===== config.mk =====
export PLATFORM = sky130hd
export DESIGN_NAME = lc3_mem_responder
export DESIGN_NICKNAME = d
export VERILOG_FILES = /design/src/rtl/lc3_mem_pkg.sv /design/src/rtl/lc3_rsp_fifo.sv /design/src/rtl/lc3_mem_responder.sv
export SDC_FILE = /design/constraint.sdc
export NUM_CORES = 2
export LEC_CHECK = 0
export CORE_MARGIN = 2
export CORE_UTILIZATION = 55
export CTS_CLUSTER_DIAMETER = 50
export DETAILED_ROUTE_END_ITERATION = 16
export GPL_TIMING_DRIVEN = 0
export PLACE_DENSITY = 0.78
export RECOVER_POWER = 100
export REMOVE_ABC_BUFFERS = 1
export SKIP_CTS_REPAIR_TIMING = 1
export SYNTH_ARGS = -nofsm -noshare
export SYNTH_HDL_FRONTEND = slang
export SYNTH_MEMORY_MAX_BITS = 65536
export SYNTH_SLANG_ARGS = --single-unit

===== constraint.sdc =====
create_clock -name clk -period 19.18 [get_ports clk]
set_clock_uncertainty 0.1 [all_clocks]
set_input_delay 5.754 -clock clk [delete_from_list [all_inputs] [get_ports clk]]
set_output_delay 5.754 -clock clk [all_outputs]
set_load 0.01 [all_outputs]

===== src/rtl/lc3_mem_pkg.sv =====
// Shared constants, FSM state encoding and response record for the LC-3 memory responder.
package lc3_mem_pkg;

    localparam int ADDR_W         = 8;
    localparam int DATA_W         = 16;
    localparam int DEPTH          = 256;
    localparam int RSP_FIFO_DEPTH = 4;
    localparam int REQ_ADDR_W     = 16;
    localparam int PTR_W          = $clog2(RSP_FIFO_DEPTH);
    localparam int CNT_W          = PTR_W + 1;

    typedef enum logic {
        INIT = 1'b0,
        RUN  = 1'b1
    } state_t;

    // One queued read answer: data plus the full request address it came from.
    typedef struct packed {
        logic [DATA_W-1:0]     data;
        logic [REQ_ADDR_W-1:0] addr;
    } rsp_t;

endpackage


===== src/rtl/lc3_rsp_fifo.sv =====
// Four-entry synchronous response queue; head is visible combinationally, push/pop take effect at the clock edge.
// Push is ignored when full and pop when empty, so the caller's credit scheme is the only overflow guard.
module lc3_rsp_fifo
    import lc3_mem_pkg::*;
(
    input  logic             clk,
    input  logic             rst,
    input  logic             push_i,
    input  rsp_t             push_dat_i,
    input  logic             pop_i,
    output rsp_t             head_o,
    output logic             full_o,
    output logic             empty_o,
    output logic [CNT_W-1:0] count_o
);

    rsp_t             mem_q [RSP_FIFO_DEPTH];
    logic [PTR_W-1:0] wr_ptr_q;
    logic [PTR_W-1:0] rd_ptr_q;
    logic [CNT_W-1:0] count_q;
    logic             do_push;
    logic             do_pop;

    assign full_o  = (count_q == CNT_W'(RSP_FIFO_DEPTH));
    assign empty_o = (count_q == '0);
    assign count_o = count_q;
    assign head_o  = mem_q[rd_ptr_q];

    assign do_push = push_i && !full_o;
    assign do_pop  = pop_i && !empty_o;

    // Storage is cleared on reset so the idle head reads back as all zeros.
    always_ff @(posedge clk) begin
        if (rst) begin
            for (int i = 0; i < RSP_FIFO_DEPTH; i++) begin
                mem_q[i] <= '0;
            end
            wr_ptr_q <= '0;
            rd_ptr_q <= '0;
            count_q  <= '0;
        end else begin
            if (do_push) begin
                mem_q[wr_ptr_q] <= push_dat_i;
                wr_ptr_q        <= wr_ptr_q + 1'b1;
            end
            if (do_pop) begin
                rd_ptr_q <= rd_ptr_q + 1'b1;
            end
            case ({do_push, do_pop})
                2'b10:   count_q <= count_q + 1'b1;
                2'b01:   count_q <= count_q - 1'b1;
                default: count_q <= count_q;
            endcase
        end
    end

endmodule


===== src/rtl/lc3_mem_responder.sv =====
// 256x16 memory answering fetch/LSU requests; reads respond two cycles after acceptance, in order.
// req_ready is credit based: reads in the read stage plus queued responses never exceed the queue depth.
module lc3_mem_responder
    import lc3_mem_pkg::*;
(
    input  logic                  clk,
    input  logic                  rst,
    input  logic                  req_valid,
    input  logic [REQ_ADDR_W-1:0] req_addr,
    input  logic                  req_wea,
    input  logic [DATA_W-1:0]     req_wdata,
    output logic                  req_ready,
    output logic                  rsp_valid,
    output logic [DATA_W-1:0]     rsp_data,
    output logic [REQ_ADDR_W-1:0] rsp_addr,
    input  logic                  rsp_ready
);

    state_t                  state_q;
    state_t                  state_d;
    logic [ADDR_W-1:0]       init_cnt_q;
    logic [ADDR_W-1:0]       init_cnt_d;

    logic [DATA_W-1:0]       mem_q [DEPTH];

    logic                    rd_vld_q;
    logic [DATA_W-1:0]       rd_data_q;
    logic [REQ_ADDR_W-1:0]   rd_addr_q;

    logic                    wr_acc;
    logic                    rd_acc;
    logic                    rsp_pop;
    logic [CNT_W:0]          credits_used;

    rsp_t                    fifo_head;
    rsp_t                    fifo_push_dat;
    logic                    fifo_full;
    logic                    fifo_empty;
    logic [CNT_W-1:0]        fifo_count;

    assign wr_acc  = req_valid && req_ready && req_wea;
    assign rd_acc  = req_valid && req_ready && !req_wea;
    assign rsp_pop = rsp_valid && rsp_ready;

    // A read in the read stage already owns a queue slot it will fill next edge.
    assign credits_used = {1'b0, fifo_count} + {{CNT_W{1'b0}}, rd_vld_q};

    always_comb begin
        state_d    = state_q;
        init_cnt_d = init_cnt_q;
        req_ready  = 1'b0;
        case (state_q)
            INIT: begin
                init_cnt_d = init_cnt_q + 1'b1;
                if (init_cnt_q == {ADDR_W{1'b1}}) begin
                    state_d = RUN;
                end
            end
            RUN: begin
                req_ready = !fifo_full && (credits_used < (CNT_W + 1)'(RSP_FIFO_DEPTH));
            end
            default: begin
                state_d = INIT;
            end
        endcase
    end

    always_ff @(posedge clk) begin
        if (rst) begin
            state_q    <= INIT;
            init_cnt_q <= '0;
            rd_vld_q   <= 1'b0;
            rd_data_q  <= '0;
            rd_addr_q  <= '0;
        end else begin
            state_q    <= state_d;
            init_cnt_q <= init_cnt_d;
            rd_vld_q   <= rd_acc;
            if (rd_acc) begin
                rd_data_q <= mem_q[req_addr[ADDR_W-1:0]];
                rd_addr_q <= req_addr;
            end
        end
    end

    // The upper address byte aliases onto the same 256 words.
    always_ff @(posedge clk) begin
        if (!rst) begin
            if (state_q == INIT) begin
                mem_q[init_cnt_q] <= '0;
            end else if (wr_acc) begin
                mem_q[req_addr[ADDR_W-1:0]] <= req_wdata;
            end
        end
    end

    assign fifo_push_dat.data = rd_data_q;
    assign fifo_push_dat.addr = rd_addr_q;

    lc3_rsp_fifo u_rsp_fifo (
        .clk        (clk),
        .rst        (rst),
        .push_i     (rd_vld_q),
        .push_dat_i (fifo_push_dat),
        .pop_i      (rsp_pop),
        .head_o     (fifo_head),
        .full_o     (fifo_full),
        .empty_o    (fifo_empty),
        .count_o    (fifo_count)
    );

    assign rsp_valid = !fifo_empty;
    assign rsp_data  = fifo_head.data;
    assign rsp_addr  = fifo_head.addr;

endmodule


==> metrics.txt <==
status=finished, violations left; failing checks=max-capacitance violations, max-slew violations; WP depth=9; ys async rst share=0%; final core utilization=61.9%; CP dominant cell by count=clkbuf_1; post-synthesis sequential area ratio=77.6%; synth top area cells=edfxtp_1 (77%), mux4_2 (16%), nor2_1 (1.0%); Core Region=0.298 mm²; syn_area_per_cell=22.4 µm²; worst min path class=flip-flop to flip-flop; final global-route overflow total=0; DR iter-0 viols=13600; period utilization=79.7%; library cells used by synthesis=60; P_leak=66.4 nW; Synth Area in Simple Gates=2.54%; CTS Sinks=4275; DRT antenna net count=0; FF/Latch Area=0.128 mm²; Logic pwr share=2.5%; Flop pwr share=53.7%; worst hold margin=0.371 ns; # fillers=18300; Final Wtd Congestion=0.845; DRT Pass-1 Iters=9; Sw Pwr=0.00399 W; final net count=7789; Skew-Pair Late Insertion Delay=0.94 ns; crit-path cells=clkbuf_1, clkbuf_1, inv_1, nand4_1, o21ai_0, nand3_1, clkbuf_1, nor2_1, clkbuf_1; Post-Synth XOR/XNOR Area=0.0691%; area leader, netlist=edfxtp_1; total track usage=29.9%; Synth Area in Adders=0.0273%; Syn Std Cell Area=0.165 mm²; total CTS buffers=429; number of global-route vias before repair=85900; CTS Buffer Depth=4; setup ws final=3.90 ns; cell count of the worst reg-to-reg path=7; critical path's slowest cell=clkbuf_1; Die Wd=551 µm; compound-gate portion of the synthesized area=1.58%; FF+latch count, synth=4275; total I/O pin count=71; Final Hold Vio Count=0; crit path kind=primary input to flip-flop; Max Cap Viol=119; clock power share=43.8%; DR vias=84200; initial core utilization=55.4%; min Tclk post-route=15.28 ns; IR drop worst, VDD=85.7 µV; Sw Ratio=21.1%; placed cell count=11300; Yosys top cell area share=77.0%; largest net degree at the start of global routing=157; CTS tree=built; Final Max Slew Viols=3491; root buf cell=clkbuf_16; Most used DFF post-synth=edfxtp_1; EDFF count, synth=4224; FP Rows=200; clock transition at the registers of the reported paths=0.06 ns; Max Freq=65.4 MHz; WP data required=19.63 ns; layout cells sized above 1=23.3%; Non-Filler Instances=12100; Worst path top cell family by delay=buffers and inverters; unrepaired setup endpoints after global routing=false; largest family of logic cells by synthesized area=multiplexers; first-pass GRT wire length=644000 µm; H-tree levels=5; CP Capture Type=flip-flop; # DRC=0; Routed WL=454000 µm; cells after synthesis=7353; slew margin rel.=-246%; Synthesis Warnings=0; multiplexer share of the synthesized area=16.6%; synth cell count leaders=edfxtp_1 (4224), mux4_2 (1153), nor2_1 (455), nand2_1 (215), clkbuf_1 (148); multi-input logic area=0.0344 mm²; I/O Buffers=70; hold path depth=2; setup TNS=0 ns; Layout Area Growth over Synthesis=11.8%; maximum fanout along the worst path=35; CP arrival=15.73 ns; Worst-Margin Slew=5.19 ns; worst path buffer plus inverter count=5; CP Launch Type=primary input; DIE HEIGHT=551 µm; initial antenna violation count=36; Power Internal=0.0149 W; Power Dens Cells=102 mW/mm²; via-per-instance ratio=6.98; Final setup viols=0; WL/cell=37.6 µm; most frequent cell after synthesis=edfxtp_1; crit-path max cell delay=1.81 ns; Post-DP HPWL=250000 µm; Placement Setup Slack=7.04 ns; die footprint=0.304 mm²
cell usage in the layout (no fill, tap or decap), drive strengths merged, types with 28 or more instances in the layout:
cell type	Yosys	routed
edfxtp	4224	4224
mux4	1153	1153
clkbuf	148	735
nor2	455	455
nand2	215	215
clkinv	0	206
mux2i	129	129
nand3	88	88
o21ai	77	77
and2	77	77
buf	261	76
inv	41	70
a22oi	53	53
dfxtp	51	51
a221oi	43	43
a21oi	34	34
dlygate4sd3	0	34
a211oi	32	32
a22o	32	32
bufinv	0	32
clkdlybuf4s50	0	28
cells by family (layout without fill, tap and decap cells):
kind of cell	Yosys count	after routing
AND/OR/NAND/NOR	954	954
flip-flops	4275	4275
buffers and inverters	450	1204
other	0	14
multiplexers	1292	1292
adder cells (fa/ha/maj)	3	3
XOR/XNOR	13	13
AO/OA/AOI/OAI	366	366
routing by layer:
layer  part of all wire, %  GRT usage (%)
met5                 0.066              0
met4                   7.2           17.2
met2                    48           47.5
met1                    32           37.3
met3                    13           8.50
final cells by class:
cell class / count / share of cell area [%]
flip-flops and latches: 4275 / 69.4
repair buffers: 374 / 1.76
multi-input cells: 2628 / 18.7
diodes: 14 / 0.0190
clock inverters: 290 / 1.36
inverters: 41 / 0.0890
well taps: 3939 / 2.68
clock buffers: 499 / 6.01
path summary, 6_finish.rpt:
kind	slack [ns]	end	start
max reg2reg	10.47	mem_q[59][7]	u_rsp_fifo.count_o[1]
min reg2reg	0.37	rd_addr_q[0]	rd_addr_q[0]
min	0.37	rd_addr_q[0]	rd_addr_q[0]
max	3.90	mem_q[10][13]	rst
state kept, by name, indices dropped and copies added, names as in the netlist, named ones only:
register and count:
u_rsp_fifo.wr_ptr_q 2, state_q 1, init_cnt_q 8, rd_vld_q 1
rd_addr_q 16, u_rsp_fifo.rd_ptr_q 2, mem_q 4096, u_rsp_fifo.count_o 3
u_rsp_fifo.mem_q 128, rd_data_q 16
per-stage QoR:
| step | area (µm²) | power, W |
|---|---|---|
| 6_report | 184000 | 0.0189 |
| 5_1_grt | 184000 | 0.0192 |
| 4_1_cts | 188000 | 0.0189 |
| 3_5_place_dp | 175000 | 0.0108 |
| 3_3_place_gp | 168000 | 0.0115 |
| 2_1_floorplan | 162000 | 0.0105 |
power by group through the flow:
stage	Sequential [W]	Clock (W)	Combinational (W)
2_1_floorplan	0.0103	0	0.000201
3_3_place_gp	0.0103	0	0.00117
3_5_place_dp	0.0103	0	0.000467
4_1_cts	0.0101	0.00828	0.000476
5_1_grt	0.0101	0.00858	0.000486
6_report	0.0101	0.00827	0.000478
worst min-delay path: stages (launching register included):
cell,delay (ns)
dfxtp_1,0.32
nand2_1,0.05
a21oi_1,0.05
Note: power is estimated with default switching activity, not from simulation.
